`src/rtl/riscv_ifetch_queue_if.sv`:
```
// Fetch-unit boundary bundle: instruction-memory port, execute redirect, decode handshake.
// Latency: none (wires only).
// Backpressure: decode stalls the fetch unit through if_ready; the memory side has no stall.
//
// Signals
//   imem_req/imem_addr     : fetch unit -> instruction memory, word address
//   imem_rvalid/imem_rdata : instruction memory -> fetch unit, exactly 1 cycle after imem_req
//   br_en/br_target        : execute -> fetch unit, single-cycle redirect pulse
//   if_valid/if_ready      : fetch unit <-> decode handshake
//   if_ir/if_npc           : head instruction and its word-indexed next PC
//   fetch_err              : sticky protocol-error flag
//
// master = the fetch unit, slave = its environment (memory, execute, decode).
interface riscv_ifetch_queue_if;
    logic        imem_req;
    logic [31:0] imem_addr;
    logic        imem_rvalid;
    logic [31:0] imem_rdata;
    logic        br_en;
    logic [31:0] br_target;
    logic        if_valid;
    logic        if_ready;
    logic [31:0] if_ir;
    logic [31:0] if_npc;
    logic        fetch_err;

    modport master (
        output imem_req,
        output imem_addr,
        input  imem_rvalid,
        input  imem_rdata,
        input  br_en,
        input  br_target,
        output if_valid,
        input  if_ready,
        output if_ir,
        output if_npc,
        output fetch_err
    );

    modport slave (
        input  imem_req,
        input  imem_addr,
        output imem_rvalid,
        output imem_rdata,
        output br_en,
        output br_target,
        input  if_valid,
        output if_ready,
        input  if_ir,
        input  if_npc,
        input  fetch_err
    );
endinterface

```
`src/rtl/riscv_ifetch_queue.sv`:
```
// Instruction fetch front end: owns the PC, fetches words, buffers them in a DEPTH-entry prefetch queue.
// Latency: request at t, response at t+1, if_valid at t+2; redirect at r gives first new instruction at r+3.
// Backpressure: if_ready=0 lets the queue fill to DEPTH, after which imem_req stays low and the PC holds.
//
// Ports
//   clk  : pipeline clock, rising edge
//   RN   : asynchronous active-low reset
//   bus  : riscv_ifetch_queue_if.master (memory port, redirect, decode handshake, error flag)
module riscv_ifetch_queue #(
    parameter int          DEPTH    = 4,
    parameter logic [31:0] RESET_PC = 32'd0,
    parameter int          CW       = $clog2(DEPTH + 1)
) (
    input  logic                   clk,
    input  logic                   RN,
    riscv_ifetch_queue_if.master   bus
);

    localparam int            PW       = $clog2(DEPTH);
    localparam logic [PW-1:0] LAST_PTR = PW'(DEPTH - 1);

    // One queue entry: instruction word plus the word address following it.
    typedef struct packed {
        logic [31:0] ir;
        logic [31:0] npc;
    } entry_t;

    logic [31:0]   pc;
    logic [31:0]   addr_reg;    // fetch address of the single outstanding request
    logic [CW-1:0] count;
    logic [CW-1:0] inflight;    // only ever 0 or 1 because memory latency is fixed at 1
    logic [PW-1:0] rd_ptr;
    logic [PW-1:0] wr_ptr;
    logic          fetch_err_q;
    logic          post_rst;    // high only during the first cycle after reset release

    entry_t        fifo_mem [DEPTH];
    entry_t        head;

    logic          req;
    logic          push;
    logic          pop;
    logic          spurious;
    logic          not_empty;
    logic [CW:0]   occupancy;

    function automatic logic [PW-1:0] ptr_inc(input logic [PW-1:0] p);
        return (p == LAST_PTR) ? '0 : p + PW'(1);
    endfunction

    // Handshake decode. A redirect suppresses request, push and pop in its cycle.
    // The request gate counts the outstanding fetch as already occupying a slot,
    // so a returning word always finds room.
    always_comb begin
        occupancy = {1'b0, count} + {1'b0, inflight};
        not_empty = (count != '0);
        req       = RN & ~bus.br_en & (occupancy < (CW+1)'(DEPTH));
        push      = bus.imem_rvalid & (inflight != '0) & ~bus.br_en;
        pop       = not_empty & ~bus.br_en & bus.if_ready;
        // A stray response is an error except when it is the tail of a
        // request issued before reset, or is being discarded by a redirect.
        spurious  = bus.imem_rvalid & (inflight == '0) & ~bus.br_en & ~post_rst;
    end

    always_comb begin
        head          = fifo_mem[rd_ptr];
        bus.imem_req  = req;
        bus.imem_addr = pc;
        bus.if_valid  = not_empty & ~bus.br_en;
        bus.if_ir     = not_empty ? head.ir  : 32'h0;
        bus.if_npc    = not_empty ? head.npc : 32'h0;
        bus.fetch_err = fetch_err_q;
    end

    // Control state.
    always_ff @(posedge clk or negedge RN) begin
        if (!RN) begin
            pc          <= RESET_PC;
            addr_reg    <= 32'h0;
            count       <= '0;
            inflight    <= '0;
            rd_ptr      <= '0;
            wr_ptr      <= '0;
            fetch_err_q <= 1'b0;
            post_rst    <= 1'b1;
        end else begin
            post_rst <= 1'b0;
            if (spurious) begin
                fetch_err_q <= 1'b1;
            end

            if (bus.br_en) begin
                pc       <= bus.br_target;
                count    <= '0;
                inflight <= '0;
                rd_ptr   <= '0;
                wr_ptr   <= '0;
            end else begin
                if (req) begin
                    pc       <= pc + 32'd1;
                    addr_reg <= pc;
                end
                inflight <= CW'(req);

                if (push) begin
                    wr_ptr <= ptr_inc(wr_ptr);
                end
                if (pop) begin
                    rd_ptr <= ptr_inc(rd_ptr);
                end

                case ({push, pop})
                    2'b10:   count <= count + CW'(1);
                    2'b01:   count <= count - CW'(1);
                    default: count <= count;
                endcase
            end
        end
    end

    // Queue storage needs no reset: entries are only read when count says they are live.
    always_ff @(posedge clk) begin
        if (push) begin
            fifo_mem[wr_ptr] <= '{ir: bus.imem_rdata, npc: addr_reg + 32'd1};
        end
    end

    // Structural invariants the request gate is meant to guarantee.
    a_no_push_on_full: assert property (@(posedge clk) disable iff (!RN)
        push |-> (count != CW'(DEPTH)));
    a_inflight_bound: assert property (@(posedge clk) disable iff (!RN)
        inflight <= CW'(1));
    a_count_bound: assert property (@(posedge clk) disable iff (!RN)
        count <= CW'(DEPTH));

endmodule

```
`src/flat_wrapper.sv`:
```
// flat-port wrapper written by rule: the top's interface ports become plain ports
module riscv_ifetch_queue_flat 
#(
    parameter int          DEPTH    = 4,
    parameter logic [31:0] RESET_PC = 32'd0,
    parameter int          CW       = $clog2(DEPTH + 1)
)
  (clk, RN, bus_imem_req, bus_imem_addr, bus_imem_rvalid, bus_imem_rdata, bus_br_en, bus_br_target, bus_if_valid, bus_if_ready, bus_if_ir, bus_if_npc, bus_fetch_err);
  riscv_ifetch_queue_if bus_i ();
  input  logic clk;
  input  logic RN;
  output wire logic [$bits(bus_i.imem_req)-1:0] bus_imem_req;
  output wire logic [$bits(bus_i.imem_addr)-1:0] bus_imem_addr;
  input wire logic [$bits(bus_i.imem_rvalid)-1:0] bus_imem_rvalid;
  input wire logic [$bits(bus_i.imem_rdata)-1:0] bus_imem_rdata;
  input wire logic [$bits(bus_i.br_en)-1:0] bus_br_en;
  input wire logic [$bits(bus_i.br_target)-1:0] bus_br_target;
  output wire logic [$bits(bus_i.if_valid)-1:0] bus_if_valid;
  input wire logic [$bits(bus_i.if_ready)-1:0] bus_if_ready;
  output wire logic [$bits(bus_i.if_ir)-1:0] bus_if_ir;
  output wire logic [$bits(bus_i.if_npc)-1:0] bus_if_npc;
  output wire logic [$bits(bus_i.fetch_err)-1:0] bus_fetch_err;
  assign bus_imem_req = bus_i.imem_req;
  assign bus_imem_addr = bus_i.imem_addr;
  assign bus_i.imem_rvalid = bus_imem_rvalid;
  assign bus_i.imem_rdata = bus_imem_rdata;
  assign bus_i.br_en = bus_br_en;
  assign bus_i.br_target = bus_br_target;
  assign bus_if_valid = bus_i.if_valid;
  assign bus_i.if_ready = bus_if_ready;
  assign bus_if_ir = bus_i.if_ir;
  assign bus_if_npc = bus_i.if_npc;
  assign bus_fetch_err = bus_i.fetch_err;
  riscv_ifetch_queue #(.DEPTH(DEPTH), .RESET_PC(RESET_PC), .CW(CW)) u_core (.clk(clk), .RN(RN), .bus(bus_i));
endmodule
```
`config.mk`:
```
export PLATFORM = sky130hd
export DESIGN_NAME = riscv_ifetch_queue_flat
export DESIGN_NICKNAME = d
export VERILOG_FILES = /design/src/rtl/riscv_ifetch_queue_if.sv /design/src/rtl/riscv_ifetch_queue.sv /design/src/flat_wrapper.sv
export SDC_FILE = /design/constraint.sdc
export NUM_CORES = 1
export LEC_CHECK = 0
export ABC_CLOCK_PERIOD_IN_PS = 3900
export CAP_MARGIN = 15
export CORE_UTILIZATION = 56
export CTS_CLUSTER_SIZE = 30
export DETAILED_ROUTE_END_ITERATION = 8
export GPL_TIMING_DRIVEN = 0
export PLACE_DENSITY = 0.89
export SYNTH_ARGS = -nofsm -noshare
export SYNTH_HDL_FRONTEND = slang
export SYNTH_SLANG_ARGS = --single-unit
```
`constraint.sdc`:
```
create_clock -name clk -period 3.9 [get_ports clk]
set_clock_uncertainty 0.1 [all_clocks]
set_input_delay 0.39 -clock clk [delete_from_list [all_inputs] [get_ports clk]]
set_output_delay 0.39 -clock clk [all_outputs]
set_load 0.01 [all_outputs]
```
==> flow_summary.json <==
{
  "status": "finished, final reports clean",
  "synth_top_area_frac": 0.551,
  "syn-num-nets": 923,
  "synth-seq-cells": 330,
  "r2r_end": "u_core.count[2]",
  "post_dp_cell_area_um2": 16200,
  "antenna_found_initial": 0,
  "multiInputGateArea_um2": 4180,
  "largest_register_ffs": 256,
  "fp.coreArea_um2": 24400,
  "worstMarginPinSlew_ns": 0.776,
  "io_pins": 168,
  "arrival_ns": 3.22,
  "hold_viol": 0,
  "dp.cells": 1342,
  "final-instance-count-excl-fill": 1402,
  "synth_top_cells_by_count": "edfxtp_1 (256), dfrtp_1 (73), nor2b_1 (66)",
  "die-area_um2": 25500,
  "dpl_worst_slack_ns": 0.552,
  "max_freq_mhz": 270,
  "whs_ns": 0.140,
  "crit_path_max_incr_delay_ns": 0.64,
  "synth.distinct_cells": 50,
  "async_flop_share": 0.224,
  "slew_headroom": 0.483,
  "synth-main-ff-cell": "edfxtp_1",
  "rr_startpoint": "u_core.count[0]",
  "vias_per_cell": 5.90,
  "power_density_nw_per_um2": 592,
  "top_layer_used": "met4",
  "gp_congestion": 0.888,
  "critPathTopFamily": "buffers and inverters",
  "seq_area_frac_synth": 0.684,
  "worstSetupPathDepth": 5,
  "finalMaxSlewViolations": 0,
  "cp_common_cell": "clkbuf_1",
  "critPathBufInv": 3,
  "grt_max_degree": 71,
  "area_delta_synth_final_pct": 23.9,
  "nets": 1132,
  "cp-end-kind": "primary output",
  "ys.warnings.count": 0,
  "clk_pin_slew_ns": 0.06,
  "cp_cell_sequence": "nor3_1 > clkbuf_1 > clkbuf_1 > nor2b_1 > clkdlybuf4s50_1",
  "wl_met3_um": 1790,
  "overflow": 0,
  "synth_edf_count": 256,
  "m1WireLength_um": 12300,
  "syn_inst": 846,
  "peakVddDrop_mv": 0.288,
  "die_w_um": 160,
  "diodes": 0,
  "wl_um": 29200,
  "dp_hpwl_um": 18800,
  "antenna_left": 0,
  "clock_path_buffers": 3,
  "start_kind": "register",
  "dieHeight_um": 160,
  "worstSetupPathType": "register to primary output",
  "drc": 0,
  "row_count": 57,
  "seq_area_um2": 9540,
  "met2_length_um": 14300,
  "h-tree-depth": 2,
  "setup_tns_ns": 0,
  "cts.sinks": 330,
  "grtUsageTotal": 0.236,
  "crit_slowest_cell": "clkbuf_1",
  "clock-root-buffer": "clkbuf_16",
  "grt_pass1_wl_um": 46200,
  "setup_slack_ns": 0.194,
  "cts_tree": "done",
  "fin_area_um2": 17300,
  "startpoint": "u_core.count[0]",
  "wl_per_cell_um": 20.8,
  "critical_path.max_fanout": 10,
  "drt_iter0_markers": 572,
  "grt_setup_unrepaired": "false",
  "required_ns": 3.41,
  "drt-pass1-iter-count": 5,
  "p_leak_nw": 5.79,
  "reg2reg_depth": 8,
  "synth_top_area_cell": "edfxtp_1",
  "syn_area_um2": 13900,
  "r2r_setup_slack_ns": 0.55,
  "cp-endpoint": "bus_if_ir[6]",
  "min_period_over_period": 0.950,
  "start_util": 0.572,
  "fin_crit_ns": 3.71,
  "maxCapViolCount": 0,
  "hold_path_class": "primary input to async pin",
  "drive_gt1_frac": 0.171,
  "portBuffers": 167,
  "synth.most_common_cell": "edfxtp_1",
  "vias": 8278,
  "avgSynthCellArea_um2": 16.5,
  "setup_viol": 0,
  "grt_pass1_vias": 8368,
  "insertion_delay_ns": 0.51,
  "synth_top_cells_by_area": "edfxtp_1 (55%), dfrtp_1 (13%), mux4_2 (10%), nor2b_1 (3.0%), mux2_2 (2.3%)",
  "n_fill_cell": 1572,
  "cts_made_buffers": 35
}
-- stage by stage --
step / util / total power, mW
after floorplan: - / 5.87
after global placement: 0.657 / 7.02
after detailed placement: 0.662 / 7.12
after CTS: 0.708 / 10.3
after global routing: 0.708 / 10.6
final: 0.708 / 10.2
-- layout by cell type (no fill, tap or decap), drive strengths merged, types with 29 or more instances in the layout --
cell type      count
clkdlybuf4s50    166
clkbuf            66
edfxtp           256
nand3             38
nor2b             66
nand2             35
mux4              64
dfrtp             73
nor2              30
xnor2             29
-- worst min-delay path by stage --
stage | end | slack, ns | cells after the start
final | u_core.bus.imem_addr[28] | 0.14 | 2
after global routing | u_core.bus.imem_addr[28] | 0.15 | 2
after CTS | u_core.bus.imem_addr[28] | 0.13 | 2
after detailed placement | u_core.bus.imem_addr[28] | 0.12 | 1
after global placement | u_core.bus.fetch_err | 0.39 | 1
after floorplan | u_core.addr_reg[0] | -0.006 | 0
-- routing by layer --
layer  vias to the layer above  GRT usage
met4                         0     0.0784
li1                       3746          -
met2                       332      0.386
met5                         -          0
met1                      4142      0.329
met3                        58     0.0358
-- repair_timing --
action / in CTS / in global routing
buffers inserted: 0 / 0
hold endpoints to repair: 73 / 0
hold buffers: 1 / 0
setup endpoints to repair: 0 / 1
resized for setup: 0 / 0
-- kinds of logic (layout without fill, tap and decap cells) --
logic type / after synthesis / count (layout) / share of synthesized area
compound gates: 60 / 60 / 0.0286
xor+xnor: 37 / 37 / 0.0232
fa+ha+maj: 8 / 8 / 0.00772
buf+inv: 52 / 284 / 0.0165
flops: 330 / 330 / 0.684
mux: 95 / 95 / 0.128
other cells: 1 / 1 / 0.000269
simple gates: 263 / 263 / 0.111
-- final cells by class --
class	instances	area share
inverters	10	0.00217
repair buffers	173	0.105
multi-input cells	464	0.242
flip-flops and latches	330	0.552
plain buffers	41	0.0109
well taps	324	0.0235
clock inverters	15	0.00702
clock buffers	45	0.0574
-- worst register-to-register path, stage by stage, from the launching register on --
cell      delay [ns]
dfrtp_1         0.48
nor3_1          0.43
clkbuf_1        0.64
nor2_1          0.18
and3_1          0.23
fa_1            0.38
or3b_2          0.50
a21o_1          0.19
a21oi_1         0.14
-- where the power goes --
group          internal (mW)  switching [mW]
clock network           1.87            1.31
logic                   1.37            1.25
registers               4.15           0.268
total                   7.39            2.84
Note: power is estimated with default switching activity, not from simulation.
